File: config.mk
export PLATFORM = sky130hd
export DESIGN_NAME = mem_req_unit_flat
export DESIGN_NICKNAME = d
export VERILOG_FILES = /design/src/rtl/mem_req_unit_if.sv /design/src/rtl/mem_req_unit.sv /design/src/flat_wrapper.sv
export SDC_FILE = /design/constraint.sdc
export NUM_CORES = 1
export LEC_CHECK = 0
export CORE_MARGIN = 5
export CORE_UTILIZATION = 41
export DETAILED_ROUTE_END_ITERATION = 8
export PLACE_DENSITY_LB_ADDON = 0.25
export SLEW_MARGIN = 30
export SYNTH_ARGS = -nofsm -noshare
export SYNTH_HDL_FRONTEND = slang
export SYNTH_SLANG_ARGS = --single-unit
File: constraint.sdc
create_clock -name clk -period 1.7 [get_ports clk]
set_clock_uncertainty 0.15 [all_clocks]
set_input_delay 0.34 -clock clk [delete_from_list [all_inputs] [get_ports clk]]
set_output_delay 0.34 -clock clk [all_outputs]
set_load 0.02 [all_outputs]
File: src/rtl/mem_req_unit_if.sv
// Bundle of the pipeline-side request/response handshake and the mem_system bus.
//   req_*      : pipeline -> unit request (valid/ready)
//   resp_*     : unit -> pipeline completion (one-cycle valid pulse, sticky data)
//   stall_pipe : unit busy indicator
//   mem_*      : unit <-> mem_system (Addr/DataIn/Rd/Wr out, DataOut/Done/CacheHit/err in)
// Modport slave is the unit's view; master is the environment (pipeline + memory).
interface mem_req_unit_if;
  logic        req_valid;
  logic        req_wr;
  logic [15:0] req_addr;
  logic [15:0] req_wdata;
  logic        req_ready;

  logic        resp_valid;
  logic [15:0] resp_rdata;
  logic        resp_hit;
  logic        resp_err;
  logic        stall_pipe;

  logic [15:0] mem_Addr;
  logic [15:0] mem_DataIn;
  logic        mem_Rd;
  logic        mem_Wr;
  logic [15:0] mem_DataOut;
  logic        mem_Done;
  logic        mem_CacheHit;
  logic        mem_err;

  modport slave (
    input  req_valid, req_wr, req_addr, req_wdata,
    output req_ready,
    output resp_valid, resp_rdata, resp_hit, resp_err, stall_pipe,
    output mem_Addr, mem_DataIn, mem_Rd, mem_Wr,
    input  mem_DataOut, mem_Done, mem_CacheHit, mem_err
  );

  modport master (
    output req_valid, req_wr, req_addr, req_wdata,
    input  req_ready,
    input  resp_valid, resp_rdata, resp_hit, resp_err, stall_pipe,
    input  mem_Addr, mem_DataIn, mem_Rd, mem_Wr,
    output mem_DataOut, mem_Done, mem_CacheHit, mem_err
  );
endinterface

File: src/rtl/mem_req_unit.sv
// Pipeline-side initiator for mem_system. Accepts one load/store at a time, drives the
// memory bus with registered, stable Addr/DataIn/Rd/Wr until Done (or error/timeout),
// then returns a one-cycle response pulse with read data, hit and error status.
// Ports:
//   clk, rst     : clock (rising edge), asynchronous active-low reset
//   bus          : request/response handshake and mem_system bus (see mem_req_unit_if)
//   timeout_flag : sticky, set on any timeout, cleared only by reset
//   access_cnt   : saturating count of error-free completions
//   hit_cnt      : saturating count of completions reported as cache hit
module mem_req_unit #(
  parameter int unsigned TIMEOUT = 64,
  parameter int unsigned CNT_W   = 16
) (
  input  logic             clk,
  input  logic             rst,
  mem_req_unit_if.slave    bus,
  output logic             timeout_flag,
  output logic [CNT_W-1:0] access_cnt,
  output logic [CNT_W-1:0] hit_cnt
);

  localparam logic [1:0] StIdle = 2'd0;
  localparam logic [1:0] StWait = 2'd1;
  localparam logic [1:0] StResp = 2'd2;

  localparam int unsigned TW = (TIMEOUT > 2) ? $clog2(TIMEOUT) : 1;
  localparam logic [TW-1:0] TLast = TW'(TIMEOUT - 1);
  localparam logic [CNT_W-1:0] CntMax = {CNT_W{1'b1}};

  logic [1:0]       state_q, state_d;
  logic [TW-1:0]    tcnt_q, tcnt_d;
  logic [15:0]      addr_q, addr_d;
  logic [15:0]      wdata_q, wdata_d;
  logic             rd_q, rd_d;
  logic             wr_q, wr_d;
  logic             resp_valid_q, resp_valid_d;
  logic [15:0]      resp_rdata_q, resp_rdata_d;
  logic             resp_hit_q, resp_hit_d;
  logic             resp_err_q, resp_err_d;
  logic             timeout_q, timeout_d;
  logic [CNT_W-1:0] access_q, access_d;
  logic [CNT_W-1:0] hit_q, hit_d;

  always_comb begin
    state_d      = state_q;
    tcnt_d       = tcnt_q;
    addr_d       = addr_q;
    wdata_d      = wdata_q;
    rd_d         = rd_q;
    wr_d         = wr_q;
    resp_valid_d = 1'b0;
    resp_rdata_d = resp_rdata_q;
    resp_hit_d   = resp_hit_q;
    resp_err_d   = resp_err_q;
    timeout_d    = timeout_q;
    access_d     = access_q;
    hit_d        = hit_q;

    case (state_q)
      StIdle: begin
        if (bus.req_valid) begin
          if (bus.req_addr[0]) begin
            // Misaligned: nothing reaches memory, answer directly with an error.
            state_d      = StResp;
            resp_valid_d = 1'b1;
            resp_err_d   = 1'b1;
            resp_hit_d   = 1'b0;
            resp_rdata_d = 16'h0000;
          end else begin
            state_d = StWait;
            addr_d  = bus.req_addr;
            wdata_d = bus.req_wdata;
            rd_d    = ~bus.req_wr;
            wr_d    = bus.req_wr;
            tcnt_d  = '0;
          end
        end
      end

      StWait: begin
        tcnt_d = tcnt_q + 1'b1;
        // Priority: Done, then error without Done, then timeout.
        if (bus.mem_Done || bus.mem_err || (tcnt_q == TLast)) begin
          state_d      = StResp;
          resp_valid_d = 1'b1;
          rd_d         = 1'b0;
          wr_d         = 1'b0;
          if (bus.mem_Done) begin
            resp_err_d   = bus.mem_err;
            resp_hit_d   = bus.mem_CacheHit & ~bus.mem_err;
            resp_rdata_d = (rd_q && !bus.mem_err) ? bus.mem_DataOut : 16'h0000;
          end else begin
            resp_err_d   = 1'b1;
            resp_hit_d   = 1'b0;
            resp_rdata_d = 16'h0000;
            if (!bus.mem_err) begin
              timeout_d = 1'b1;
            end
          end
        end
      end

      StResp: begin
        state_d = StIdle;
        if (!resp_err_q && (access_q != CntMax)) begin
          access_d = access_q + 1'b1;
        end
        if (resp_hit_q && (hit_q != CntMax)) begin
          hit_d = hit_q + 1'b1;
        end
      end

      default: state_d = StIdle;
    endcase
  end

  always_ff @(posedge clk or negedge rst) begin
    if (!rst) begin
      state_q      <= StIdle;
      tcnt_q       <= '0;
      addr_q       <= 16'h0000;
      wdata_q      <= 16'h0000;
      rd_q         <= 1'b0;
      wr_q         <= 1'b0;
      resp_valid_q <= 1'b0;
      resp_rdata_q <= 16'h0000;
      resp_hit_q   <= 1'b0;
      resp_err_q   <= 1'b0;
      timeout_q    <= 1'b0;
      access_q     <= '0;
      hit_q        <= '0;
    end else begin
      state_q      <= state_d;
      tcnt_q       <= tcnt_d;
      addr_q       <= addr_d;
      wdata_q      <= wdata_d;
      rd_q         <= rd_d;
      wr_q         <= wr_d;
      resp_valid_q <= resp_valid_d;
      resp_rdata_q <= resp_rdata_d;
      resp_hit_q   <= resp_hit_d;
      resp_err_q   <= resp_err_d;
      timeout_q    <= timeout_d;
      access_q     <= access_d;
      hit_q        <= hit_d;
    end
  end

  assign bus.req_ready  = (state_q == StIdle);
  assign bus.stall_pipe = (state_q != StIdle);
  assign bus.resp_valid = resp_valid_q;
  assign bus.resp_rdata = resp_rdata_q;
  assign bus.resp_hit   = resp_hit_q;
  assign bus.resp_err   = resp_err_q;
  assign bus.mem_Addr   = addr_q;
  assign bus.mem_DataIn = wdata_q;
  assign bus.mem_Rd     = rd_q;
  assign bus.mem_Wr     = wr_q;
  assign timeout_flag   = timeout_q;
  assign access_cnt     = access_q;
  assign hit_cnt        = hit_q;

endmodule
File: src/flat_wrapper.sv
// flat-port wrapper written by rule: the top's interface ports become plain ports
module mem_req_unit_flat 
#(
  parameter int unsigned TIMEOUT = 64,
  parameter int unsigned CNT_W   = 16
)
  (clk, rst, timeout_flag, access_cnt, hit_cnt, bus_req_valid, bus_req_wr, bus_req_addr, bus_req_wdata, bus_req_ready, bus_resp_valid, bus_resp_rdata, bus_resp_hit, bus_resp_err, bus_stall_pipe, bus_mem_Addr, bus_mem_DataIn, bus_mem_Rd, bus_mem_Wr, bus_mem_DataOut, bus_mem_Done, bus_mem_CacheHit, bus_mem_err);
  mem_req_unit_if bus_i ();
  input  logic clk;
  input  logic rst;
  output logic timeout_flag;
  output logic [CNT_W-1:0] access_cnt;
  output logic [CNT_W-1:0] hit_cnt;
  input wire logic [$bits(bus_i.req_valid)-1:0] bus_req_valid;
  input wire logic [$bits(bus_i.req_wr)-1:0] bus_req_wr;
  input wire logic [$bits(bus_i.req_addr)-1:0] bus_req_addr;
  input wire logic [$bits(bus_i.req_wdata)-1:0] bus_req_wdata;
  output wire logic [$bits(bus_i.req_ready)-1:0] bus_req_ready;
  output wire logic [$bits(bus_i.resp_valid)-1:0] bus_resp_valid;
  output wire logic [$bits(bus_i.resp_rdata)-1:0] bus_resp_rdata;
  output wire logic [$bits(bus_i.resp_hit)-1:0] bus_resp_hit;
  output wire logic [$bits(bus_i.resp_err)-1:0] bus_resp_err;
  output wire logic [$bits(bus_i.stall_pipe)-1:0] bus_stall_pipe;
  output wire logic [$bits(bus_i.mem_Addr)-1:0] bus_mem_Addr;
  output wire logic [$bits(bus_i.mem_DataIn)-1:0] bus_mem_DataIn;
  output wire logic [$bits(bus_i.mem_Rd)-1:0] bus_mem_Rd;
  output wire logic [$bits(bus_i.mem_Wr)-1:0] bus_mem_Wr;
  input wire logic [$bits(bus_i.mem_DataOut)-1:0] bus_mem_DataOut;
  input wire logic [$bits(bus_i.mem_Done)-1:0] bus_mem_Done;
  input wire logic [$bits(bus_i.mem_CacheHit)-1:0] bus_mem_CacheHit;
  input wire logic [$bits(bus_i.mem_err)-1:0] bus_mem_err;
  assign bus_i.req_valid = bus_req_valid;
  assign bus_i.req_wr = bus_req_wr;
  assign bus_i.req_addr = bus_req_addr;
  assign bus_i.req_wdata = bus_req_wdata;
  assign bus_req_ready = bus_i.req_ready;
  assign bus_resp_valid = bus_i.resp_valid;
  assign bus_resp_rdata = bus_i.resp_rdata;
  assign bus_resp_hit = bus_i.resp_hit;
  assign bus_resp_err = bus_i.resp_err;
  assign bus_stall_pipe = bus_i.stall_pipe;
  assign bus_mem_Addr = bus_i.mem_Addr;
  assign bus_mem_DataIn = bus_i.mem_DataIn;
  assign bus_mem_Rd = bus_i.mem_Rd;
  assign bus_mem_Wr = bus_i.mem_Wr;
  assign bus_i.mem_DataOut = bus_mem_DataOut;
  assign bus_i.mem_Done = bus_mem_Done;
  assign bus_i.mem_CacheHit = bus_mem_CacheHit;
  assign bus_i.mem_err = bus_mem_err;
  mem_req_unit #(.TIMEOUT(TIMEOUT), .CNT_W(CNT_W)) u_core (.clk(clk), .rst(rst), .bus(bus_i), .timeout_flag(timeout_flag), .access_cnt(access_cnt), .hit_cnt(hit_cnt));
endmodule
==> summary.txt <==
Status
  • Status: complete, but fails checks
  • Violated checks: negative setup slack

Finish
  • Layout Utilization: 72.1%
  • Antenna cells: 0
  • Register area: 2350 um^2
  • Multi-input gate area: 2170 um^2
  • Post-route cell area: 6980 um^2
  • Final Net Count: 602
  • Share of cells above drive strength 1: 41.4%
  • Fillcell total: 700
  • Area Overhead vs Synth: 73.4%

Logic synthesis
  • Syn_nets: 377
  • Register area share after synthesis: 57.8%
  • Syn Inst Count: 319
  • Cell Area, Synth: 4030 um^2
  • Yosys warning count: 0
  • Ys async rst share: 100%
  • Top area cells in the synthesized netlist: dfrtp_1 (58%), mux2_2 (9.8%), a22o_1 (3.9%)
  • Synth cell count leaders: dfrtp_1 (93), mux2_2 (35), a22o_1 (18), xor2_1 (18), nor2_1 (17)
  • Primary FF master, synth: dfrtp_1
  • Post-synth top area cell: dfrtp_1
  • EDFF count, synth: 0
  • Synth cell types: 46
  • Most common cell in the netlist: dfrtp_1
  • Syn_area_per_cell: 12.6 um^2
  • Synth top area share: 57.8%
  • Post-synthesis register bit count: 93

GRT
  • Antenna violations before repair: 0
  • GRT overflow: 0
  • GR Util All Layers: 18.4%
  • Vias in the first global route: 3548
  • First-pass GRT wire length: 17200 um
  • Largest net degree at the start of global routing: 46

Placement
  • Port buffer count: 141
  • Global placement routability congestion: 0.822
  • HPWL after DPL: 7520 um
  • DP Area: 6040 um^2

Floorplan
  • Row cnt: 36
  • Die Wd: 109 um
  • Core area: 9680 um^2
  • Initial cell density of the core: 41.6%
  • I/O pins: 143
  • Die footprint: 11900 um^2
  • Die H: 109 um

Setup path
  • WS Path Type: reg2reg
  • Crit path max fanout: 4
  • Critical Path Sink Type: register
  • Critical path required time: 1.79 ns
  • CP arrival: 1.93 ns
  • FF-to-FF path depth: 5
  • CP startpoint kind: register
  • Reg2Reg Setup Slack: -0.14 ns

Power
  • Register share of total power: 44.2%
  • VDD IR max: 0.680 mV
  • Internal cell power: 4.40 mW
  • Leak: 3.34 nW
  • Switching power total: 1.98 mW
  • Clk pwr share: 22.7%
  • PwrDens: 913 nW/um^2
  • Comb pwr share: 33.0%
  • Switch share: 31.0%

Clock tree
  • Clock Tree Buf Depth: 2
  • Clk sinks: 93
  • H-Tree Depth: 3
  • CTS tree: done
  • CTS clk-pin slew, worst paths: 0.09 ns
  • Skew-Pair Late Insertion Delay: 0.35 ns
  • Num CTS Buffers: 9
  • Clk root buf: clkbuf_8

Drt
  • ANT nets after route: 0
  • Drc violations: 0
  • Vias post-DR: 3422
  • Wire per inst: 17.3 um
  • Final WL: 11800 um
  • Initial drt markers: 104
  • Vias/cell: 5.02
  • 1st-pass router iterations: 4

STA
  • Min cycle time layout: 1.84 ns
  • Final count of pins violating max slew: 0
  • Final Setup Violations: 52
  • FMAX: 544 MHz
  • RSZ-0062 raised after global routing: yes
  • Fin crit share: 108%
  • Final setup margin: -0.138 ns
  • Final hold viol count: 0

Job
  • # Max-Cap Violations: 0

Min path
  • Worst min path class: in2async
[cell type report]
type	count	share of cell area, %
Clock buffer	11	2.02
Clock inverter	4	0.699
Inverter	13	0.770
Multi-Input combinational cell	203	31.0
Sequential cell	93	33.7
Tap cell	133	2.38
Timing Repair Buffer	224	29.5
[routing by layer]
layer	global-route usage (%)	part of all wire [%]	vias up
li1	-	-	1606
met2	32.2	52	89
met1	22.4	41	1710
met4	6.40	1.8	0
met3	3.91	4.6	17
met5	0	0	-
[sequential cells by signal, indices dropped and copies added (netlist names), 2 cells and up]
name                   count
u_core.bus.resp_rdata     16
u_core.state_q             2
u_core.hit_cnt            16
u_core.bus.mem_DataIn     16
u_core.tcnt_q              6
u_core.access_cnt         16
u_core.bus.mem_Addr       15
[repair_timing]
action                                 4_1_cts  5_1_grt
endpoints found under the hold margin       20        0
setup endpoints to repair                  125       94
buffers inserted                             7       23
pin swaps                                    5       45
cloned                                       2        4
hold buffers                                 1        0
resized for setup                          139      116
[metrics by stage]
| stage | setup WS (ns) | std cells | TNS, ns | hold slack (ns) | total power, mW |
|---|---|---|---|---|---|
| after floorplan | -0.0691 | 319 | -1.84 | -0.106 | 3.71 |
| after global placement | -0.260 | 632 | -13.64 | 0.103 | 4.76 |
| after detailed placement | -0.329 | 632 | -16.23 | 0.109 | 4.81 |
| after CTS | -0.132 | 657 | -2.47 | 0.270 | 6.11 |
| after global routing | -0.220 | 681 | -7.45 | 0.291 | 6.69 |
| final | -0.138 | 681 | -3.49 | 0.273 | 6.38 |
[placed cells by master, fill, tap and decap left out, types with 3 or more instances in the layout]
cell and count:
nand2b_1 3, buf_6 16, nand3_1 7, nor4_4 5, xor2_1 17, buf_4 62
dfrtp_1 74, clkbuf_2 10, ha_4 3, nor2_2 3, nor3_2 3, a21oi_1 5
nand4_1 6, o21ai_0 3, a31oi_1 3, buf_12 5, a21oi_2 3, nor2_1 8
nand2_1 12, nand3_2 3, a22o_1 18, clkdlybuf4s50_1 53, inv_1 11, clkbuf_16 3
nor3_4 4, mux2_4 33, nor2_4 7, dlygate4sd2_1 69, clkbuf_8 10, xnor2_1 6
and3_1 3, a2111oi_4 3, dfrtp_2 19, nor2b_1 3
[final timing paths]
| path | startpoint | endpoint |
|---|---|---|
| setup / recovery | u_core.state_q[0] | u_core.access_cnt[15] |
| hold / removal | rst | u_core.bus.mem_DataIn[4] |
| setup reg to reg | u_core.state_q[0] | u_core.access_cnt[15] |
| hold reg to reg | u_core.timeout_flag | u_core.timeout_flag |
| max in group asynchronous | rst | u_core.hit_cnt[4] |
| min in group clk | u_core.timeout_flag | u_core.timeout_flag |
[power by group through the flow]
| stage | sequential (mW) | combinational (mW) | clock, mW |
|---|---|---|---|
| floorplan | 3.20 | 0.513 | 0 |
| global placement | 2.82 | 1.94 | 0 |
| detailed placement | 2.83 | 1.98 | 0 |
| CTS | 2.78 | 1.85 | 1.49 |
| global route | 2.87 | 2.24 | 1.58 |
| finish | 2.82 | 2.11 | 1.45 |
[critical path, stage by stage, from the launching register on]
cell     delay [ns]
dfrtp_2        0.45
buf_12         0.14
nor3b_4        0.26
nand4_4        0.19
nor4_4         0.21
mux2_4         0.32
[kinds of logic after synthesis]
logic type / Yosys count / synth area share (%)
buf+inv: 23 / 2.95
xor+xnor: 24 / 5.22
flops: 93 / 57.8
compound gates: 54 / 10.5
simple gates: 86 / 12.7
mux: 35 / 9.79
fa+ha+maj: 3 / 0.932
other cells: 1 / 0.0931
Note: power is estimated with default switching activity, not from simulation.
